### config.mk
export PLATFORM = sky130hd
export DESIGN_NAME = pacman_motion_ctrl
export DESIGN_NICKNAME = d
export VERILOG_FILES = /design/src/rtl/pacman_pkg.sv /design/src/rtl/pacman_motion_ctrl_box_probe.sv /design/src/rtl/pacman_motion_ctrl.sv
export SDC_FILE = /design/constraint.sdc
export NUM_CORES = 1
export LEC_CHECK = 0
export CORE_MARGIN = 5
export CORE_UTILIZATION = 58
export CTS_BUF_LIST = sky130_fd_sc_hd__clkbuf_8
export DETAILED_ROUTE_END_ITERATION = 16
export PLACE_DENSITY = 0.8
export SLEW_MARGIN = 10
export SYNTH_ARGS = -nofsm -noshare
export SYNTH_HDL_FRONTEND = slang
export SYNTH_HIERARCHICAL = 1
export SYNTH_SLANG_ARGS = --single-unit
### constraint.sdc
create_clock -name clk -period 5.2 [get_ports clk]
set_clock_uncertainty 0.2 [all_clocks]
set_input_delay 1.04 -clock clk [delete_from_list [all_inputs] [get_ports clk]]
set_output_delay 1.04 -clock clk [all_outputs]
set_load 0.03 [all_outputs]
### src/rtl/pacman_pkg.sv
// Shared Pac-Man types and maze geometry, used by the motion controller and the wall renderer.
package pacman_pkg;

  typedef enum logic [1:0] {DIR_U = 2'd0, DIR_D = 2'd1, DIR_L = 2'd2, DIR_R = 2'd3} dir_t;

  localparam logic [9:0] OFFSETH = 10'd274;
  localparam logic [9:0] OFFSETV = 10'd58;
  localparam logic [9:0] MAZE_W  = 10'd380;
  localparam logic [9:0] MAZE_H  = 10'd432;
  localparam logic [9:0] HALF    = 10'd10;

  localparam logic [11:0] COL_WALL = 12'h00F;
  localparam logic [11:0] COL_PAC  = 12'hFF0;
  localparam logic [11:0] COL_BG   = 12'h000;

  // Signed offset along one axis: -step toward neg, +step toward pos, else 0.
  function automatic logic signed [11:0] axis_delta(input dir_t d, input dir_t neg,
                                                    input dir_t pos, input logic [9:0] step);
    if (d == neg) return -$signed({2'b00, step});
    if (d == pos) return $signed({2'b00, step});
    return 12'sd0;
  endfunction

  function automatic logic [9:0] clamp_step(input logic [9:0] p, input logic signed [11:0] d,
                                            input logic [9:0] lo, input logic [9:0] hi);
    logic signed [11:0] s;
    s = $signed({2'b00, p}) + d;
    if (s < $signed({2'b00, lo})) return lo;
    if (s > $signed({2'b00, hi})) return hi;
    return s[9:0];
  endfunction

endpackage

### src/rtl/pacman_motion_ctrl_box_probe.sv
// Collision probe: flags a wall pixel inside Pac-Man's box shifted by (dx, dy), in screen coordinates.
module box_probe #(
  parameter logic [9:0] HALF    = 10'd10,
  parameter logic [9:0] OFFSETH = 10'd274,
  parameter logic [9:0] OFFSETV = 10'd58
) (
  input  logic [9:0]        cx,
  input  logic [9:0]        cy,
  input  logic signed [11:0] dx,
  input  logic signed [11:0] dy,
  input  logic [9:0]        hCount,
  input  logic [9:0]        vCount,
  input  logic              wallFill,
  input  logic              bright,
  output logic              hit
);

  logic signed [11:0] x_lo, x_hi, y_lo, y_hi, h, v;

  // Signed 12-bit arithmetic keeps bounds from wrapping near the maze edges.
  always_comb begin
    x_lo = $signed({2'b00, cx}) + $signed({2'b00, OFFSETH}) - $signed({2'b00, HALF}) + dx;
    x_hi = $signed({2'b00, cx}) + $signed({2'b00, OFFSETH}) + $signed({2'b00, HALF}) + dx;
    y_lo = $signed({2'b00, cy}) + $signed({2'b00, OFFSETV}) - $signed({2'b00, HALF}) + dy;
    y_hi = $signed({2'b00, cy}) + $signed({2'b00, OFFSETV}) + $signed({2'b00, HALF}) + dy;
    h    = $signed({2'b00, hCount});
    v    = $signed({2'b00, vCount});
    hit  = wallFill && bright && (h >= x_lo) && (h <= x_hi) && (v >= y_lo) && (v <= y_hi);
  end

endmodule

### src/rtl/pacman_motion_ctrl.sv
// Pac-Man motion controller: probes walls during scan-out, commits at most one step per
// move opportunity at end-of-frame, with a buffered turn request.
module pacman_motion_ctrl #(
  parameter logic [9:0] START_X  = 10'd190,
  parameter logic [9:0] START_Y  = 10'd320,
  parameter logic [9:0] HALF     = pacman_pkg::HALF,
  parameter logic [9:0] STEP     = 10'd1,
  parameter logic [3:0] MOVE_DIV = 4'd1,
  parameter logic [9:0] OFFSETH  = pacman_pkg::OFFSETH,
  parameter logic [9:0] OFFSETV  = pacman_pkg::OFFSETV,
  parameter logic [9:0] EOF_LINE = 10'd515,
  parameter logic [9:0] MAZE_W   = pacman_pkg::MAZE_W,
  parameter logic [9:0] MAZE_H   = pacman_pkg::MAZE_H
) (
  input  logic       clk,
  input  logic       reset,
  input  logic       btnU,
  input  logic       btnD,
  input  logic       btnL,
  input  logic       btnR,
  input  logic [9:0] hCount,
  input  logic [9:0] vCount,
  input  logic       bright,
  input  logic       wallFill,
  output logic [9:0] pacX,
  output logic [9:0] pacY,
  output logic [1:0] dir,
  output logic       moving
);
  import pacman_pkg::*;

  logic [9:0] pac_x_q, pac_x_d, pac_y_q, pac_y_d;
  dir_t       dir_q, dir_d, req_q, req_d;
  logic       moving_q, moving_d, armed_q, armed_d;
  logic       hit_req_q, hit_req_d, hit_cur_q, hit_cur_d;
  logic       eof_line_q, eof_line_d, eof;
  logic [3:0] div_q, div_d;

  logic signed [11:0] dx_req, dy_req, dx_cur, dy_cur;
  logic               probe_req, probe_cur;

  assign dx_req = axis_delta(req_q, DIR_L, DIR_R, STEP);
  assign dy_req = axis_delta(req_q, DIR_U, DIR_D, STEP);
  assign dx_cur = axis_delta(dir_q, DIR_L, DIR_R, STEP);
  assign dy_cur = axis_delta(dir_q, DIR_U, DIR_D, STEP);

  box_probe #(.HALF(HALF), .OFFSETH(OFFSETH), .OFFSETV(OFFSETV)) u_req_probe (
    .cx(pac_x_q), .cy(pac_y_q), .dx(dx_req), .dy(dy_req), .hCount(hCount), .vCount(vCount),
    .wallFill(wallFill), .bright(bright), .hit(probe_req));

  box_probe #(.HALF(HALF), .OFFSETH(OFFSETH), .OFFSETV(OFFSETV)) u_cur_probe (
    .cx(pac_x_q), .cy(pac_y_q), .dx(dx_cur), .dy(dy_cur), .hCount(hCount), .vCount(vCount),
    .wallFill(wallFill), .bright(bright), .hit(probe_cur));

  always_comb begin
    eof_line_d = (vCount == EOF_LINE);
    eof        = eof_line_d && !eof_line_q;
    pac_x_d    = pac_x_q;
    pac_y_d    = pac_y_q;
    dir_d      = dir_q;
    req_d      = req_q;
    moving_d   = moving_q;
    armed_d    = armed_q;
    div_d      = div_q;
    hit_req_d  = hit_req_q | probe_req;
    hit_cur_d  = hit_cur_q | probe_cur;
    if (eof) begin
      hit_req_d = 1'b0;
      hit_cur_d = 1'b0;
      armed_d   = 1'b1;
      div_d     = (div_q == MOVE_DIV - 4'd1) ? 4'd0 : div_q + 4'd1;
      if      (btnU) req_d = DIR_U;
      else if (btnD) req_d = DIR_D;
      else if (btnL) req_d = DIR_L;
      else if (btnR) req_d = DIR_R;
      // Decision uses the request that was probed over the frame just finished.
      if (armed_q && div_q == MOVE_DIV - 4'd1) begin
        if (!hit_req_q) begin
          dir_d    = req_q;
          pac_x_d  = clamp_step(pac_x_q, dx_req, HALF, MAZE_W - HALF);
          pac_y_d  = clamp_step(pac_y_q, dy_req, HALF, MAZE_H - HALF);
          moving_d = 1'b1;
        end else if (!hit_cur_q) begin
          pac_x_d  = clamp_step(pac_x_q, dx_cur, HALF, MAZE_W - HALF);
          pac_y_d  = clamp_step(pac_y_q, dy_cur, HALF, MAZE_H - HALF);
          moving_d = 1'b1;
        end else begin
          moving_d = 1'b0;
        end
      end
    end
  end

  always_ff @(posedge clk or posedge reset) begin
    if (reset) begin
      pac_x_q    <= START_X;
      pac_y_q    <= START_Y;
      dir_q      <= DIR_L;
      req_q      <= DIR_L;
      moving_q   <= 1'b0;
      armed_q    <= 1'b0;
      hit_req_q  <= 1'b0;
      hit_cur_q  <= 1'b0;
      div_q      <= 4'd0;
      eof_line_q <= 1'b0;
    end else begin
      pac_x_q    <= pac_x_d;
      pac_y_q    <= pac_y_d;
      dir_q      <= dir_d;
      req_q      <= req_d;
      moving_q   <= moving_d;
      armed_q    <= armed_d;
      hit_req_q  <= hit_req_d;
      hit_cur_q  <= hit_cur_d;
      div_q      <= div_d;
      eof_line_q <= eof_line_d;
    end
  end

  assign pacX   = pac_x_q;
  assign pacY   = pac_y_q;
  assign dir    = dir_q;
  assign moving = moving_q;

endmodule

==> metrics.md <==
| Metric | Value |
|---|---|
| Outcome | `finished clean` |
| R2R cell count | `22` |
| Power after layout | `0.000999 W` |
| 1st-pass router iterations | `5` |
| Die width | `148 µm` |
| Slew @ Worst Pin | `0.796 ns` |
| Drt via density | `6.23` |
| Stages on worst setup path | `22` |
| Vias in the first global route | `10,300` |
| Placed cell count | `1,695` |
| CP startpoint | `pacY[1]` |
| Die Span Y | `148 µm` |
| Post-route minimum period | `4.91 ns` |
| Avg Inst Size Synth | `7.73 µm²` |
| Final period util | `0.945` |
| CTS Buffer Depth | `2` |
| Final Hold Slack | `0.268 ns` |
| First DRT Iteration DRCs | `632` |
| Port Buffers | `50` |
| RSZ-0062 raised after global routing | `true` |
| Clk sinks | `33` |
| Crit-path most repeated cell | `ha_1` |
| Num rows | `50` |
| Slowest Stage Delay on Critical Path | `0.48 ns` |
| GRT Overall Usage | `0.269` |
| Fillers | `1,727` |
| Main synth FF type | `dfrtp_1` |
| Top-Level Pins | `51` |
| Final Slew Violations | `0` |
| CP delay by family, top | `compound AO/OA/AOI/OAI gates` |
| Syn Nets | `1,700` |
| Setup crit end | `hit_cur_q` |
| CTS buffer count | `5` |
| Clock root buffer | `clkbuf_8` |
| DRC Markers | `0` |
| Synthesized area | `11,000 µm²` |
| DP Wirelength | `24,700 µm` |
| Vias post-DR | `10,600` |
| Crit Path Max Fanout | `15` |
| Seq/Total Area, Yosys | `0.0763` |
| Pleak | `5.69 nW` |
| Share of post-route cells with drive strength above 1 | `0.0728` |
| Worst setup SP type | `flip-flop` |
| Core area | `18,700 µm²` |
| Worst R2R Setup Slack | `0.29 ns` |
| Ant diodes | `0` |
| Final Cell Area | `11,900 µm²` |
| PwrDens | `84.2 nW/µm²` |
| Crit path required time | `5.19 ns` |
| Final Non-Filler Cells | `1,703` |
| # Max-Cap Violations | `0` |
| Gate Count Post-Synth | `1,422` |
| Dpl cell area | `11,800 µm²` |
| Count of cell types in the netlist | `109` |
| Global-route wire length before repair | `49,600 µm` |
| Crit Reg-Reg Startpoint | `pacY[1]` |
| Crit-path slowest cell | `fa_1` |
| Area delta synth->final | `8.00%` |
| Synth Warn # | `6` |
| CP arrival | `4.90 ns` |
| Synth Register Bits | `33` |
| Critical path cell sequence | `buf_4 -> ha_1 -> inv_1 -> ha_1 -> inv_1 -> fa_1 -> a211oi_1 -> o21bai_1 -> a21oi_2 -> o21bai_1 -> a21oi_1 -> xor2_1 -> ha_1 -> o21ai_0 -> a21oi_1 -> a32oi_1 -> o31ai_1 -> a211o_1 -> o311ai_1 -> nor4_2 -> nor2_1 -> nor2_1` |
| Post-route ant nets | `0` |
| Max VDD drop | `0.0000836 V` |
| Largest net degree at the start of global routing | `35` |
| Peak Freq | `204 MHz` |
| GRT overflow | `0` |
| Post-CTS Hold Buffers | `0` |
| Post-synth ARST share | `1.00` |
| Setup-failing EPs final | `0` |
| Post-layout util | `0.635` |
| Hold Path Class | `flip-flop to flip-flop` |
| WL/cell | `17.7 µm` |
| CP endpoint kind | `flip-flop` |
| GPL Wtd Cong | `1.02` |
| Slew HR | `0.462` |
| Fin. Hold Viols | `0` |
| Antenna violations before repair | `0` |
| Die area | `21,800 µm²` |
| CTS tree | `done` |
| Worst skew pair latency | `0.30 ns` |
| FF-to-FF End | `hit_cur_q` |
| CP Class | `flip-flop to flip-flop` |
| EDFF count, synth | `0` |
| Worst-path clk slew | `0.07 ns` |
| Htree depth | `2` |
| Buffer and inverter count on the worst path | `3` |
| Drt total wl | `30,200 µm` |
| Initial Util | `0.588` |
| Nets | `1,746` |
final cells by class:
cell class | count | area, µm² | area share
clock inverter | 3 | 13.8 | 0.00116
sequential | 33 | 842 | 0.0709
multi-input combinational | 1144 | 9170 | 0.773
clock buffer | 5 | 68.8 | 0.00580
timing repair buffer | 77 | 703 | 0.0592
inverter | 207 | 779 | 0.0657
tap | 234 | 293 | 0.0247
flip-flops by register name, indices dropped and copies added (netlist names), 2 cells and up:
name,flops
dir,2
div_q,4
pacX,10
pacY,10
req_q,2
metrics by stage:
step	TNS (ns)	setup slack, ns
2_1_floorplan	0	0.0564
3_3_place_gp	0	0.351
3_5_place_dp	0	0.253
4_1_cts	0	0.223
5_1_grt	-0.0603	-0.0603
6_report	0	0.289
routing by layer:
layer,share of wire,wire (µm),GRT usage,vias up
met3,0.042,1270,0.0245,61
met4,0.025,750,0.0680,0
met2,0.49,14900,0.495,309
li1,-,-,-,5237
met5,0,0,0,-
met1,0.44,13300,0.337,5000
Yosys cell counts, types with 18 or more instances:
cell / n / area [µm²]
a211oi_1: 21 / 158
a21o_1: 21 / 158
a21oi_1: 88 / 440
clkbuf_1: 20 / 75.1
dfrtp_1: 23 / 576
ha_1: 242 / 3030
inv_1: 206 / 773
nand2_1: 71 / 267
nand2b_1: 18 / 113
nand3_1: 30 / 150
nand4_1: 22 / 138
nor2_1: 71 / 267
nor3_1: 36 / 180
o21ai_0: 73 / 365
o21bai_1: 22 / 165
xnor2_1: 63 / 552
xor2_1: 61 / 534
cells in the final DEF (no fill, tap or decap), types with 9 or more instances in the layout:
| cell type | count |
|---|---|
| ha_1 | 242 |
| inv_1 | 207 |
| a21oi_1 | 87 |
| o21ai_0 | 73 |
| nand2_1 | 71 |
| nor2_1 | 70 |
| xnor2_1 | 62 |
| xor2_1 | 61 |
| clkdlybuf4s50_1 | 50 |
| nor3_1 | 36 |
| nand3_1 | 30 |
| buf_4 | 27 |
| dfrtp_1 | 23 |
| nand4_1 | 22 |
| o21bai_1 | 22 |
| a21o_1 | 21 |
| a211oi_1 | 20 |
| nand2b_1 | 17 |
| or3_1 | 16 |
| o21a_1 | 16 |
| nor2b_1 | 15 |
| or2_2 | 14 |
| or4_1 | 13 |
| o211ai_1 | 12 |
| a31oi_1 | 11 |
| mux2i_1 | 10 |
| and3_1 | 10 |
| o22ai_1 | 10 |
| nor4_1 | 10 |
| dfstp_2 | 9 |
worst min-delay path by stage:
stage / depth (start not counted) / from / end
2_1_floorplan: 1 / armed_q / armed_q
3_3_place_gp: 1 / armed_q / armed_q
3_5_place_dp: 1 / armed_q / armed_q
4_1_cts: 1 / armed_q / armed_q
5_1_grt: 1 / armed_q / armed_q
6_report: 1 / armed_q / armed_q
power by group:
part	leakage, nW	internal (W)	switching [W]
Clock	0.0491	0.0000909	0.000105
Combinational	5.24	0.000224	0.000295
Sequential	0.405	0.000266	0.0000189
cell families after synthesis:
group                    after synthesis  synth area share
AND/OR/NAND/NOR                      385             0.196
AO/OA/AOI/OAI                        371             0.232
adder cells (fa/ha/maj)              250             0.290
buffers and inverters                245            0.0920
XOR/XNOR                             126             0.102
flip-flops                            33            0.0763
multiplexers                          12            0.0115
what timing repair did:
item	in CTS	in global routing
setup endpoints to repair	0	2
gates resized for setup	0	10
setup buffers	0	0
endpoints found under the hold margin	0	0
No activity file was read; power rests on OpenSTA's default activity.
